$ cat src/rtl/idexwb_fwd_pipe.sv
// Three-stage ID/EX/WB integer pipeline with a parametrised register file.
// Optional EX/WB-to-ID operand forwarding is enabled by defining IDEXWB_FWD_EN.

module idexwb_fwd_pipe_rf #(
  parameter int WIDTH = 32,
  parameter int NREGS = 32
) (
  input  logic                     clk,
  input  logic                     rst,
  input  logic                     we,
  input  logic [$clog2(NREGS)-1:0] waddr,
  input  logic [WIDTH-1:0]         wdata,
  input  logic [$clog2(NREGS)-1:0] raddr1,
  input  logic [$clog2(NREGS)-1:0] raddr2,
  output logic [WIDTH-1:0]         rdata1,
  output logic [WIDTH-1:0]         rdata2
);

  logic [WIDTH-1:0] RF [0:NREGS-1];

  // Register array: cleared on reset, one write port, r0 never written.
  always_ff @(posedge clk) begin
    if (rst) begin
      for (int i = 0; i < NREGS; i++) begin
        RF[i] <= '0;
      end
    end else if (we && (waddr != '0)) begin
      RF[waddr] <= wdata;
    end
  end

  // Asynchronous read ports; a same-cycle write is seen only after the edge.
  always_comb begin
    rdata1 = RF[raddr1];
    rdata2 = RF[raddr2];
  end

endmodule

module idexwb_fwd_pipe #(
  parameter int WIDTH = 32,
  parameter int NREGS = 32,
  parameter int IMMW  = 12
) (
  input  logic                     clk,
  input  logic                     rst,
  input  logic                     start,
  input  logic [2:0]               opcode,
  input  logic [$clog2(NREGS)-1:0] rs1,
  input  logic [$clog2(NREGS)-1:0] rs2,
  input  logic [$clog2(NREGS)-1:0] rd,
  input  logic [IMMW-1:0]          imm,
  output logic [WIDTH-1:0]         res,
  output logic [$clog2(NREGS)-1:0] rdout,
  output logic                     valid
);

  localparam int RW = $clog2(NREGS);

  localparam logic [2:0] OP_NOP  = 3'b000;
  localparam logic [2:0] OP_ADD  = 3'b001;
  localparam logic [2:0] OP_MUL  = 3'b010;
  localparam logic [2:0] OP_ADDI = 3'b011;
  localparam logic [2:0] OP_SUB  = 3'b100;
  localparam logic [2:0] OP_AND  = 3'b101;
  localparam logic [2:0] OP_OR   = 3'b110;
  localparam logic [2:0] OP_XOR  = 3'b111;

  typedef struct packed {
    logic             v;
    logic [2:0]       op;
    logic [RW-1:0]    rd;
    logic [WIDTH-1:0] imm;
    logic [WIDTH-1:0] a;
    logic [WIDTH-1:0] b;
  } id_ex_t;

  typedef struct packed {
    logic             v;
    logic [RW-1:0]    rd;
    logic [WIDTH-1:0] res;
  } ex_wb_t;

  id_ex_t           s1;
  ex_wb_t           s2;
  logic [WIDTH-1:0] rf_a;
  logic [WIDTH-1:0] rf_b;
  logic [WIDTH-1:0] opa;
  logic [WIDTH-1:0] opb;
  logic [WIDTH-1:0] ex_res;
  logic [WIDTH-1:0] imm_sx;
  logic             issue;

  idexwb_fwd_pipe_rf #(
    .WIDTH (WIDTH),
    .NREGS (NREGS)
  ) regs (
    .clk    (clk),
    .rst    (rst),
    .we     (s2.v),
    .waddr  (s2.rd),
    .wdata  (s2.res),
    .raddr1 (rs1),
    .raddr2 (rs2),
    .rdata1 (rf_a),
    .rdata2 (rf_b)
  );

  assign issue  = start && (opcode != OP_NOP);
  assign imm_sx = WIDTH'($signed(imm));

  // ID operand select: r0 is zero, then (optionally) in-flight results, then RF.
  always_comb begin
    opa = rf_a;
    opb = rf_b;
    if (rs1 == '0) begin
      opa = '0;
`ifdef IDEXWB_FWD_EN
    end else if (s1.v && (s1.rd == rs1)) begin
      opa = ex_res;
    end else if (s2.v && (s2.rd == rs1)) begin
      opa = s2.res;
`endif
    end
    if (rs2 == '0) begin
      opb = '0;
`ifdef IDEXWB_FWD_EN
    end else if (s1.v && (s1.rd == rs2)) begin
      opb = ex_res;
    end else if (s2.v && (s2.rd == rs2)) begin
      opb = s2.res;
`endif
    end
  end

  // EX: combinational ALU on the ID/EX register, wrapping modulo 2^WIDTH.
  always_comb begin
    ex_res = '0;
    unique case (s1.op)
      OP_ADD:  ex_res = s1.a + s1.b;
      OP_SUB:  ex_res = s1.a - s1.b;
      OP_MUL:  ex_res = WIDTH'($signed(s1.a) * $signed(s1.b));
      OP_ADDI: ex_res = s1.a + s1.imm;
      OP_AND:  ex_res = s1.a & s1.b;
      OP_OR:   ex_res = s1.a | s1.b;
      OP_XOR:  ex_res = s1.a ^ s1.b;
      default: ex_res = '0;
    endcase
  end

  // ID/EX register: capture decoded instruction or a cleared bubble.
  always_ff @(posedge clk) begin
    if (rst) begin
      s1 <= '0;
    end else if (issue) begin
      s1.v   <= 1'b1;
      s1.op  <= opcode;
      s1.rd  <= rd;
      s1.imm <= imm_sx;
      s1.a   <= opa;
      s1.b   <= opb;
    end else begin
      s1 <= '0;
    end
  end

  // EX/WB register: carries the result to the outputs and the RF write port.
  always_ff @(posedge clk) begin
    if (rst) begin
      s2 <= '0;
    end else if (s1.v) begin
      s2.v   <= 1'b1;
      s2.rd  <= s1.rd;
      s2.res <= ex_res;
    end else begin
      s2 <= '0;
    end
  end

  assign res   = s2.res;
  assign rdout = s2.rd;
  assign valid = s2.v;

endmodule

$ cat config.mk
export PLATFORM = sky130hd
export DESIGN_NAME = idexwb_fwd_pipe
export DESIGN_NICKNAME = d
export VERILOG_FILES = /design/src/rtl/idexwb_fwd_pipe.sv
export SDC_FILE = /design/constraint.sdc
export NUM_CORES = 2
export LEC_CHECK = 0
export CAP_MARGIN = 20
export CELL_PAD_IN_SITES_DETAIL_PLACEMENT = 1
export CELL_PAD_IN_SITES_GLOBAL_PLACEMENT = 2
export CORE_MARGIN = 2
export CORE_UTILIZATION = 35
export DETAILED_ROUTE_END_ITERATION = 16
export GPL_ROUTABILITY_DRIVEN = 0
export PLACE_DENSITY_LB_ADDON = 0.3
export SLEW_MARGIN = 20
export SYNTH_ARGS = -nofsm -noshare
export SYNTH_HDL_FRONTEND = slang
export SYNTH_SLANG_ARGS = --single-unit
$ cat constraint.sdc
create_clock -name clk -period 10.25 [get_ports clk]
set_clock_uncertainty 0.1 [all_clocks]
set_input_delay 2.05 -clock clk [delete_from_list [all_inputs] [get_ports clk]]
set_output_delay 2.05 -clock clk [all_outputs]
set_load 0.005 [all_outputs]
* Word-level counts from Yosys, hierarchy flattened
Memory sizes are Yosys's and may differ from the RTL's.
Cells that the tools add are included.
** Storage, ports and cells
- Flip-flop bits (word level) :: 123
- Bits in latches :: 0
- Memory bits (writable) :: 1024
- ROM bits :: 0
- Input port bits :: 33
- Output and inout bits :: 38
- Memories kept :: 1
** Memory list
- regs.RF :: depth 32, bits a word 32, rd ports 2, clocked after memory_dff 0, write ports 32, line 19 : logic [WIDTH-1:0] RF [0:NREGS-1];
** Cells by class
- Add/subtract/negate cells :: 3
- Multipliers :: 1
- Div/mod/pow operators :: 0
- Order comparisons :: 0
- Eq/ne operators :: 7
- Shift-type cells :: 0
- Muxes and demuxes :: 13
- Bitwise logic cells :: 5
- Reduce and logical (&&, ||, !) cells :: 11
** Operators with widths (count)
- 32-bit case mux with 7 select lines :: 1
- 105-bit 2-to-1 mux :: 1
- 32-bit 2-to-1 mux :: 3
- 32-bit adder :: 2
- 38-bit 2-to-1 mux :: 1
- 32-bit AND :: 1
- 32-bit by 32-bit multiplier with 32-bit output :: 1
- 32-bit bitwise OR :: 1
- 32-bit OR reduction :: 1
- 32-bit subtractor :: 1
- 32-bit XOR :: 1
- 3-bit == test (second input constant) :: 4
- 5-bit logical NOT :: 2
- 3-bit by 2-bit == test with 1-bit output (second input constant) :: 2
- 1-bit 2-to-1 mux :: 6
- 3-bit OR reduction :: 2
- 5-bit 2-to-1 mux :: 1
- 5-bit nonzero test :: 1
- 2-bit OR reduction :: 2
- 3-bit by 1-bit == test with 1-bit output (second input constant) :: 1
- 3-bit nonzero test :: 1
- 1-bit logical AND :: 2
- 1-bit inverter :: 2

* Depth between registers and ports, before layout
- Word-level depth :: 7
- Gate-level depth with buffers :: 30
- Gate-level depth less buffers :: 27

* Modules after synthesis
Synthesis repeated with hierarchy kept, for this count alone.
** Second synthesis, totals
- Cells, all modules :: 7311
- Area total of the unflattened synthesis :: 79009.5 um^2
** Modules (own cells, without submodules)
- idexwb_fwd_pipe_rf :: instances 1, cells each 4605, area each 55896.1 um^2, seq. area each 30749.5 um^2
- idexwb_fwd_pipe :: instances 1, cells each 2706, area each 23113.4 um^2, seq. area each 2462.4 um^2

* Least setup slack after synthesis
OpenSTA, ideal clock, no wires.
- Kind :: flip-flop to flip-flop
- Start point :: reg s1[4] in the netlist's numbering
- End point :: reg res[22] (netlist name)
- Data arrival time :: 7074 ps
- Required time :: 10080 ps
- Path slack :: 3006 ps
- Stages on the path, launching flop included :: 28
- Buffers on the path :: 3
- Path through :: dfxtp_1 -> clkbuf_1 -> inv_1 -> clkbuf_1 -> nor2_1 -> fa_1 -> fa_1 -> inv_1 -> fa_1 -> fa_1 -> inv_1 -> fa_1 -> inv_1 -> fa_1 -> inv_1 -> fa_1 -> fa_1 -> ha_1 -> clkbuf_1 -> a21o_1 -> a31oi_1 -> or4b_1 -> a311oi_1 -> inv_1 -> a21oi_1 -> xnor2_1 -> nand2_1 -> a21oi_1
** Between the ends
- Cells in the longest elaborated chain, start to end :: 2
- Elaborated cells on any way between the ends :: 4
- Those cells by class :: add/sub (2); mul (1); mux (1)
** RTL lines
- start, declared :: line 84 : id_ex_t s1;
- 32-bit by 32-bit multiplier with 32-bit output, or another cell as far along :: line 142 : OP_MUL: ex_res = WIDTH'($signed(s1.a) * $signed(s1.b));
- 32-bit case mux with 7 select lines * :: line 139 : unique case (s1.op)
Mark *: on every way between the ends. The rest lies on a longest branch, timed or not.
A chain may end at the register's enable or synchronous reset.

* Worst setup path in the final report
- Start point :: reg s1[3] in the netlist's numbering
- End point :: reg res[28] (netlist name)
** Between the ends
- Cells in the longest elaborated chain, start to end :: 2
- Elaborated cells on any way between the ends :: 4
- Those cells by class :: add/sub (2); mul (1); mux (1)
** RTL lines (line)
- 32-bit by 32-bit multiplier with 32-bit output, or another cell as far along :: 142
- 32-bit case mux with 7 select lines * :: 139
Marked as above.

==> flow_summary.ini <==
[status]
outcome = finished, final reports clean

[synth]
synth-compound-area-share = 0.0792
synthAdderAreaFrac = 0.145
synth_top_area_cell = edfxtp_1
ys_dominant_reg_cell = edfxtp_1
synth_xor_area_frac = 0.0122
netlist_top_cells_area = edfxtp_1 (40%), fa_1 (11%), and2_1 (8.2%), mux4_2 (7.5%), mux2i_1 (5.4%)
synth_commonest_cells = edfxtp_1 (1024), and2_1 (1020), nor2_1 (574)
yosys_warnings = 0
netlist_area_um2 = 77700
synth-seq-cells = 1147
synth_edf_count = 1024
synth_cells = 6803
synth_top_family_by_area = multiplexers
syn_area_per_cell_um2 = 11.4
yosys.area_share.simple = 0.137
synth.top_cell.area_share = 0.396
async_reset_ff_frac = 0
muxShareOfSynthArea = 0.147
synth_cell_types = 78
ys_seq_area_frac = 0.428
yosysMostFrequentCell = edfxtp_1

[worst_setup_path]
cp.required_ns = 10.80
start_kind = flip-flop
r2r_cells = 25
crit_fanout = 23
endpoint_kind = flip-flop
crit_type = flip-flop to flip-flop
cp.arrival_ns = 9.38

[route]
wl_per_cell_um = 33.0
wirelength_mm = 322
vias_per_cell = 5.85
drtPass1Iterations = 8
drc = 0
vias = 57100
final_antenna_net_count = 0
drt-initial-drc-count = 5653

[sta]
fin_crit_sh = 0.861
finalSetupTns_ns = 0
finalSetupViolCount = 0
grt_setup_unrepaired = no
post-route-min-period_ns = 8.83
worst_slew_pin_slew_ns = 1.20
drv_slew = 0
max_freq_mhz = 113
relSlewSlack = 0.193
hold_violations = 0

[clock_tree]
cts-hold-fix-buffers = 0
cts_buffer_depth = 3
cts_resized = 0
root_buffer = clkbuf_16
htree_levels = 4
cts_tree = yes
clock_sinks = 1147
cts_made_buffers = 138
clk_pin_slew_worst_paths_ns = 0.07
clk_latency_ns = 0.81
postCtsSetupBuffers = 0

[power]
ir_worst_vdd_v = 0.000142
leakagePower_nw = 33.6
power_per_cell_area_nw_per_um2 = 136

[floorplanning]
die-width_um = 475
rows = 172
die_area_um2 = 226000
start_util = 0.353
io_pins = 71
core_area_um2 = 220000
die_h_um = 475

[cells_and_area]
utilization = 0.392
ff_latch_area_um2 = 33200
area_growth_syn_to_layout_pct = 11.2
fin_nets = 7383
multiInputGateArea_um2 = 40900
num-fill-cells = 23600
drive_above_1_share = 0.130

[place]
dp_hpwl_mm = 209
portBuffers = 70

[grt]
grt_max_degree = 100
antenna_found_initial = 32
grt_first_pass_wirelength_mm = 454
first_global_vias = 60500
grt_usage = 0.285
overflow = 0

[worst_hold_path]
hp-class = flip-flop to flip-flop
min_path_cells = 1

[job]
maxCapViolCount = 0
report_power, final:
| part | internal, mW | switching, mW | total, mW |
|---|---|---|---|
| Sequential | 5.24 | 0.112 | 5.35 |
| Clock | 2.72 | 2.08 | 4.80 |
| Combinational | 0.505 | 1.06 | 1.57 |
| Total | 8.46 | 3.26 | 11.7 |
registers in the layout, summed over array words and instances, names as in the netlist:
name	cells
rdout	5
regs.RF	1024
res	32
s1	85
valid	1
placed cells by master (no fill, tap or decap), types with 27 or more instances in the layout:
cell type	instances
fa_1	409
nor3_1	84
mux2i_1	416
ha_1	246
clkbuf_16	142
buf_4	196
nor2_1	542
xnor2_1	81
o22ai_1	161
inv_1	486
or2_2	30
dfxtp_1	120
edfxtp_1	1024
and2_1	1019
xor2_1	27
o221ai_1	133
nor2_4	31
clkdlybuf4s50_1	59
clkbuf_1	41
clkinv_1	32
o21ai_0	184
nand2_1	216
conb_1	32
mux2_2	128
mux4_2	257
a21oi_1	395
cells by family (layout without fill, tap and decap cells):
logic type / Yosys count / in the layout
compound gates: 1005 / 1005
xor+xnor: 108 / 108
fa+ha+maj: 655 / 655
buf+inv: 1056 / 1020
flops: 1147 / 1147
mux: 801 / 801
other cells: 1 / 40
simple gates: 2030 / 2030
stage by stage:
stage	power (mW)	hold WS [ns]	instances	setup slack [ns]	cell area (µm²)
after detailed placement	6.99	0.321	9513	1.56	82100
after global routing	12.0	0.377	9759	1.11	86300
after global placement	6.96	0.322	9513	1.83	82100
after CTS	11.7	0.349	9756	1.56	86300
after floorplan	6.31	0.306	6834	3.01	77800
final	11.7	0.347	9764	1.42	86300
layout make-up:
cell class	instances	share of cell area
antenna	8	0.000232
sequential	1147	0.385
inverter	504	0.0219
tap	2958	0.0429
clock buffer	187	0.0435
multi-input combinational	4631	0.474
timing repair buffer	273	0.0275
clock inverter	56	0.00554
critical path, cell delays in order (launching register included):
cell and delay, ns:
dfxtp_1 0.32, buf_4 0.29, clkinv_1 0.91, nor2_1 0.43
fa_1 0.49, fa_1 0.49, inv_1 0.05, fa_1 0.50
fa_1 0.56, inv_1 0.05, fa_1 0.50, inv_1 0.05
fa_1 0.53, inv_1 0.05, fa_1 0.49, fa_1 0.41
ha_1 0.39, a21o_1 0.21, a31oi_1 0.17, or4b_1 0.53
nand4_1 0.20, a31oi_1 0.31, a31oi_1 0.32, nor3_1 0.08
a21oi_1 0.13, a21oi_1 0.07
per-layer routing:
metal | up-vias | routed length, µm | global-route usage | share of wire
li1 | 23700 | - | - | -
met1 | 30200 | 127000 | 0.356 | 0.40
met2 | 2445 | 154000 | 0.475 | 0.48
met3 | 710 | 21500 | 0.0433 | 0.067
met4 | 12 | 19100 | 0.149 | 0.059
met5 | - | 83 | 0 | 0.00026
path summary, 6_finish.rpt:
path                             start       end  slack, ns
worst max-delay path             s1[3]   res[28]       1.42
worst min-delay path            s1[96]  rdout[0]       0.35
worst max register to register   s1[3]   res[28]       1.42
worst min register to register  s1[96]  rdout[0]       0.35
Note: power is estimated with default switching activity, not from simulation.
